## src/rtl/fmul_arbiter_if.sv

```systemverilog
// Request/response bundle between two FMul requesters, the arbiter and the
// shared multiplier.
interface fmul_arbiter_if;
    logic        req0_valid;
    logic [31:0] req0_a;
    logic [31:0] req0_b;
    logic        req0_ready;
    logic        req1_valid;
    logic [31:0] req1_a;
    logic [31:0] req1_b;
    logic        req1_ready;
    logic [31:0] mul_in1;
    logic [31:0] mul_in2;
    logic [31:0] mul_out;
    logic [31:0] rsp_data;
    logic        rsp0_valid;
    logic        rsp1_valid;
    logic        busy;

    modport slave (
        input  req0_valid, req0_a, req0_b,
        input  req1_valid, req1_a, req1_b,
        input  mul_out,
        output req0_ready, req1_ready,
        output mul_in1, mul_in2,
        output rsp_data, rsp0_valid, rsp1_valid, busy
    );

    modport master (
        output req0_valid, req0_a, req0_b,
        output req1_valid, req1_a, req1_b,
        output mul_out,
        input  req0_ready, req1_ready,
        input  mul_in1, mul_in2,
        input  rsp_data, rsp0_valid, rsp1_valid, busy
    );
endinterface

```

## src/rtl/fmul_arbiter.sv

```systemverilog
// Round-robin arbiter sharing one pipelined FMul between two requesters;
// a {valid,id} tag pipeline routes each product back to its owner in order.
module fmul_arbiter #(
    parameter int LAT = 3
) (
    input logic           clk,
    input logic           rst_n,
    fmul_arbiter_if.slave bus
);

    logic         ptr;
    logic         g0;
    logic         g1;
    logic         acc;
    logic [LAT:0] tv;
    logic [LAT:0] tid;

    // Readies are gated by reset so nothing is accepted while held
    always_comb begin
        g0  = rst_n & bus.req0_valid & (~bus.req1_valid | ~ptr);
        g1  = rst_n & bus.req1_valid & (~bus.req0_valid | ptr);
        acc = g0 | g1;
    end

    assign bus.req0_ready = g0;
    assign bus.req1_ready = g1;

    always_ff @(posedge clk or negedge rst_n) begin
        if (!rst_n) begin
            ptr         <= 1'b0;
            bus.mul_in1 <= '0;
            bus.mul_in2 <= '0;
        end else if (g0) begin
            ptr         <= 1'b1;
            bus.mul_in1 <= bus.req0_a;
            bus.mul_in2 <= bus.req0_b;
        end else if (g1) begin
            ptr         <= 1'b0;
            bus.mul_in1 <= bus.req1_a;
            bus.mul_in2 <= bus.req1_b;
        end
    end

    always_ff @(posedge clk or negedge rst_n) begin
        if (!rst_n) begin
            tv  <= '0;
            tid <= '0;
        end else begin
            tv  <= {tv[LAT-1:0], acc};
            tid <= {tid[LAT-1:0], g1};
        end
    end

    always_ff @(posedge clk or negedge rst_n) begin
        if (!rst_n) begin
            bus.rsp_data   <= '0;
            bus.rsp0_valid <= 1'b0;
            bus.rsp1_valid <= 1'b0;
        end else if (tv[LAT]) begin
            bus.rsp_data   <= bus.mul_out;
            bus.rsp0_valid <= ~tid[LAT];
            bus.rsp1_valid <= tid[LAT];
        end else begin
            bus.rsp0_valid <= 1'b0;
            bus.rsp1_valid <= 1'b0;
        end
    end

    assign bus.busy = (|tv) | bus.rsp0_valid | bus.rsp1_valid;

endmodule

```

## src/flat_wrapper.sv

```systemverilog
// flat-port wrapper written by rule: the top's interface ports become plain ports
module fmul_arbiter_flat 
#(
    parameter int LAT = 3
)
  (clk, rst_n, bus_req0_valid, bus_req0_a, bus_req0_b, bus_req1_valid, bus_req1_a, bus_req1_b, bus_mul_out, bus_req0_ready, bus_req1_ready, bus_mul_in1, bus_mul_in2, bus_rsp_data, bus_rsp0_valid, bus_rsp1_valid, bus_busy);
  fmul_arbiter_if bus_i ();
  input logic clk;
  input logic rst_n;
  input wire logic [$bits(bus_i.req0_valid)-1:0] bus_req0_valid;
  input wire logic [$bits(bus_i.req0_a)-1:0] bus_req0_a;
  input wire logic [$bits(bus_i.req0_b)-1:0] bus_req0_b;
  input wire logic [$bits(bus_i.req1_valid)-1:0] bus_req1_valid;
  input wire logic [$bits(bus_i.req1_a)-1:0] bus_req1_a;
  input wire logic [$bits(bus_i.req1_b)-1:0] bus_req1_b;
  input wire logic [$bits(bus_i.mul_out)-1:0] bus_mul_out;
  output wire logic [$bits(bus_i.req0_ready)-1:0] bus_req0_ready;
  output wire logic [$bits(bus_i.req1_ready)-1:0] bus_req1_ready;
  output wire logic [$bits(bus_i.mul_in1)-1:0] bus_mul_in1;
  output wire logic [$bits(bus_i.mul_in2)-1:0] bus_mul_in2;
  output wire logic [$bits(bus_i.rsp_data)-1:0] bus_rsp_data;
  output wire logic [$bits(bus_i.rsp0_valid)-1:0] bus_rsp0_valid;
  output wire logic [$bits(bus_i.rsp1_valid)-1:0] bus_rsp1_valid;
  output wire logic [$bits(bus_i.busy)-1:0] bus_busy;
  assign bus_i.req0_valid = bus_req0_valid;
  assign bus_i.req0_a = bus_req0_a;
  assign bus_i.req0_b = bus_req0_b;
  assign bus_i.req1_valid = bus_req1_valid;
  assign bus_i.req1_a = bus_req1_a;
  assign bus_i.req1_b = bus_req1_b;
  assign bus_i.mul_out = bus_mul_out;
  assign bus_req0_ready = bus_i.req0_ready;
  assign bus_req1_ready = bus_i.req1_ready;
  assign bus_mul_in1 = bus_i.mul_in1;
  assign bus_mul_in2 = bus_i.mul_in2;
  assign bus_rsp_data = bus_i.rsp_data;
  assign bus_rsp0_valid = bus_i.rsp0_valid;
  assign bus_rsp1_valid = bus_i.rsp1_valid;
  assign bus_busy = bus_i.busy;
  fmul_arbiter #(.LAT(LAT)) u_core (.clk(clk), .rst_n(rst_n), .bus(bus_i));
endmodule
```

## config.mk

```make
export PLATFORM = sky130hd
export DESIGN_NAME = fmul_arbiter_flat
export DESIGN_NICKNAME = d
export VERILOG_FILES = /design/src/rtl/fmul_arbiter_if.sv /design/src/rtl/fmul_arbiter.sv /design/src/flat_wrapper.sv
export SDC_FILE = /design/constraint.sdc
export NUM_CORES = 1
export LEC_CHECK = 0
export CAP_MARGIN = 10
export CORE_AREA = 2 2 120 122
export DETAILED_ROUTE_END_ITERATION = 10
export DIE_AREA = 0 0 122 124
export PLACE_DENSITY = 0.81
export RECOVER_POWER = 100
export SKIP_CTS_REPAIR_TIMING = 1
export SYNTH_ARGS = -nofsm -noshare
export SYNTH_HDL_FRONTEND = slang
export SYNTH_SLANG_ARGS = --single-unit
export TNS_END_PERCENT = 5
```

## constraint.sdc

```tcl
create_clock -name clk -period 1.8 [get_ports clk]
set_input_delay 0.54 -clock clk [delete_from_list [all_inputs] [get_ports clk]]
set_output_delay 0.54 -clock clk [all_outputs]
set_load 0.05 [all_outputs]
```

==> results of run 1 <==
## Yosys cell counts (all sizes together), types with 3 or more instances
library cell and n:
dfrtp 107, nor2 66, o21ai 65, a31oi 64, nand3 64, buf 41
mux2 32, nand2 5, clkbuf 4, and2 3
## power groups by stage
stage	sequential [mW]	combinational, mW	clock (mW)
3_3_place_gp	2.97	2.97	0
3_5_place_dp	2.99	3.01	0
6_report	2.90	2.64	2.02
2_1_floorplan	3.99	0.638	0
5_1_grt	2.94	2.78	2.20
4_1_cts	2.94	3.01	2.09
## sequential cells by signal, indices dropped and copies added, names as in the netlist
register,count
u_core.bus.mul_in2,32
u_core.tid,4
u_core.tv,4
u_core.bus.rsp0_valid,1
u_core.bus.rsp1_valid,1
u_core.ptr,1
u_core.bus.rsp_data,32
u_core.bus.mul_in1,32
## per-stage QoR
stage               TNS, ns  std cells
floorplan           -0.0979        456
global placement      -8.67        879
detailed placement   -11.89        879
CTS                  -0.535        895
global route         -0.960        896
finish              -0.0963        896
## layout by cell type, fill, tap and decap left out, drive strengths merged
cell type / n
nand3: 64
bufinv: 1
o21a: 1
mux2: 32
o21ai: 65
nor2: 66
dlymetal6s2s: 2
nor4: 1
inv: 4
and2: 3
dfrtp: 107
buf: 21
a21oi: 1
clkinv: 3
clkbuf: 115
nor2b: 1
clkdlybuf4s50: 160
a31oi: 64
nand2: 5
## kinds of logic after synthesis
| group | count (synthesis) | share of synthesized area (%) |
|---|---|---|
| AO/OA/AOI/OAI | 131 | 16.5 |
| buffers and inverters | 46 | 6.15 |
| flip-flops | 107 | 56.7 |
| multiplexers | 32 | 7.63 |
| AND/OR/NAND/NOR | 140 | 13.1 |
## worst min path at each step
stage / endpoint / cells after the start
after floorplan: u_core.bus.mul_in1[0]$_DFFE_PN0P_ / 0
after detailed placement: u_core.tid[1]$_DFF_PN0_ / 0
after CTS: u_core.bus.mul_in1[5]$_DFFE_PN0P_ / 2
after global routing: u_core.bus.mul_in1[5]$_DFFE_PN0P_ / 2
final: u_core.bus.mul_in1[5]$_DFFE_PN0P_ / 2
after global placement: u_core.tid[2]$_DFF_PN0_ / 0
## area by class of cell
class                   count  area [um^2]  share of cell area (%)
well taps                 180          225                    3.02
flip-flops and latches    107         2680                    36.0
clock inverters             7         85.1                    1.14
clock buffers               9          225                    3.02
inverters                   1         3.75                  0.0504
multi-input cells         303         1780                    23.9
repair buffers            289         2450                    32.9
## critical path, cell delays in order (launching register included)
cell	delay (ns)
dfrtp_1	0.38
nor4_1	0.27
nand2_1	0.15
buf_12	0.18
## routing by layer
layer / part of all wire [%] / track usage, %
met1: 40 / 21.1
met3: 7.9 / 5.40
met2: 51 / 34.2
met5: 0 / 0
met4: 1.7 / 6.11
==> flow_summary.json, run 1 <==
{
  "status": "finished with violations",
  "violations": "negative setup slack",
  "fillCellCount": 1216,
  "cp.arrival_ns": 1.31,
  "min_period_ns": 1.85,
  "drive_gt1_share_pct": 26.4,
  "p_seq_share_pct": 38.4,
  "fp.dieW_um": 122,
  "ys_seq_area_share_pct": 56.7,
  "syn_inst": 456,
  "first_pass_iters": 4,
  "via_per_inst": 5.09,
  "synth.area.top_cells": "dfrtp_1 57%, a31oi_1 8.5%, mux2_2 7.6%, nand3_1 6.8%, nor2_1 5.2%",
  "drtIter0Drc": 217,
  "cts_tree": "done",
  "pin_count": 265,
  "worstPathMaxFanout": 2,
  "num_rows": 43,
  "ys_types": 20,
  "p_leak_nw": 3.13,
  "cts_made_buffers": 9,
  "setup_ws_ns": -0.0540,
  "wl_mm": 15.0,
  "clockBufferDepth": 2,
  "synth_nets": 620,
  "antenna_found_initial": 0,
  "syn_to_final_growth_pct": 57.7,
  "dp_hpwl_mm": 11.0,
  "cp-startpoint": "u_core.tv[3]$_DFF_PN0_",
  "max_freq_mhz": 539,
  "critPathLaunchType": "flip-flop",
  "initial_core_util_pct": 34.4,
  "die_y_um": 124,
  "ys_ff_latch": 107,
  "peakVddDrop_mv": 0.539,
  "die_area_um2": 15100,
  "r2r_start": "u_core.ptr$_DFFE_PN0P_",
  "ys.flop_type": "dfrtp_1",
  "vias": 4560,
  "setup_viol": 2,
  "cts.sinks": 107,
  "hold_viol_final": 0,
  "rsz0062_at_grt": "true",
  "clock_latency_ns": 0.34,
  "end_kind": "output pin",
  "root_buffer": "clkbuf_16",
  "critPathCapture": "bus_busy",
  "synth_edf_count": 0,
  "io_buffers": 264,
  "placed_area_um2": 7650,
  "synth_top_area_share_pct": 56.7,
  "synth_area_um2": 4720,
  "fin_crit_sh_pct": 103,
  "slew_viol_final": 0,
  "min_path_type": "in -> async",
  "synthArstFlopShare_pct": 100,
  "cp_data_required_time_ns": 1.26,
  "total_power_mw": 7.56,
  "dp_slack_ns": -0.240,
  "grt-ovfl-total": 0,
  "yosysWarningCount": 0,
  "tightest_slew_ns": 1.09,
  "p_per_area_nw_per_um2": 1020,
  "finalInstanceArea_um2": 7450,
  "grt_max_degree": 82,
  "p_switching_mw": 2.88,
  "finClkSkew_ns": 0.00884,
  "comb_power_share_pct": 35.0,
  "drc_errors": 0,
  "hold_ws_ns": 0.303,
  "synth_top_area_cell": "dfrtp_1",
  "routedWlPerCell_um": 16.7,
  "gp_congestion": 0.752,
  "grt_pass1_wl_mm": 22.1,
  "r2r_cells": 5,
  "maxCapViolCount": 0,
  "p_sw_share_pct": 38.1,
  "grt_use_total_pct": 18.8,
  "clk_pin_slew_ns": 0.08,
  "post-route-util_pct": 54.3,
  "intPower_mw": 4.68,
  "core_area_um2": 13700,
  "nets": 875,
  "ff2ff_setup_slack_ns": 0.43,
  "grt_pass1_vias": 4547,
  "path_class": "reg -> out",
  "antenna_left": 0,
  "diodes": 0,
  "htree_levels": 3,
  "avgSynthCellArea_um2": 10.4,
  "timing.slew.headroom_pct": 27.6,
  "timing.rr.end": "u_core.bus.mul_in2[2]$_DFFE_PN0P_",
  "pwr-share-clk_pct": 26.7
}
No activity file was read; power rests on OpenSTA's default activity.
==> inputs of run 2 (changes only) <==
--- a/config.mk
+++ b/config.mk
@@ -15,4 +15,4 @@
 export SYNTH_ARGS = -nofsm -noshare
 export SYNTH_HDL_FRONTEND = slang
 export SYNTH_SLANG_ARGS = --single-unit
-export TNS_END_PERCENT = 5
+export TNS_END_PERCENT = 20
==> results of run 2 <==
No change in the layout: final DEF, timing and power equal those of run 1.
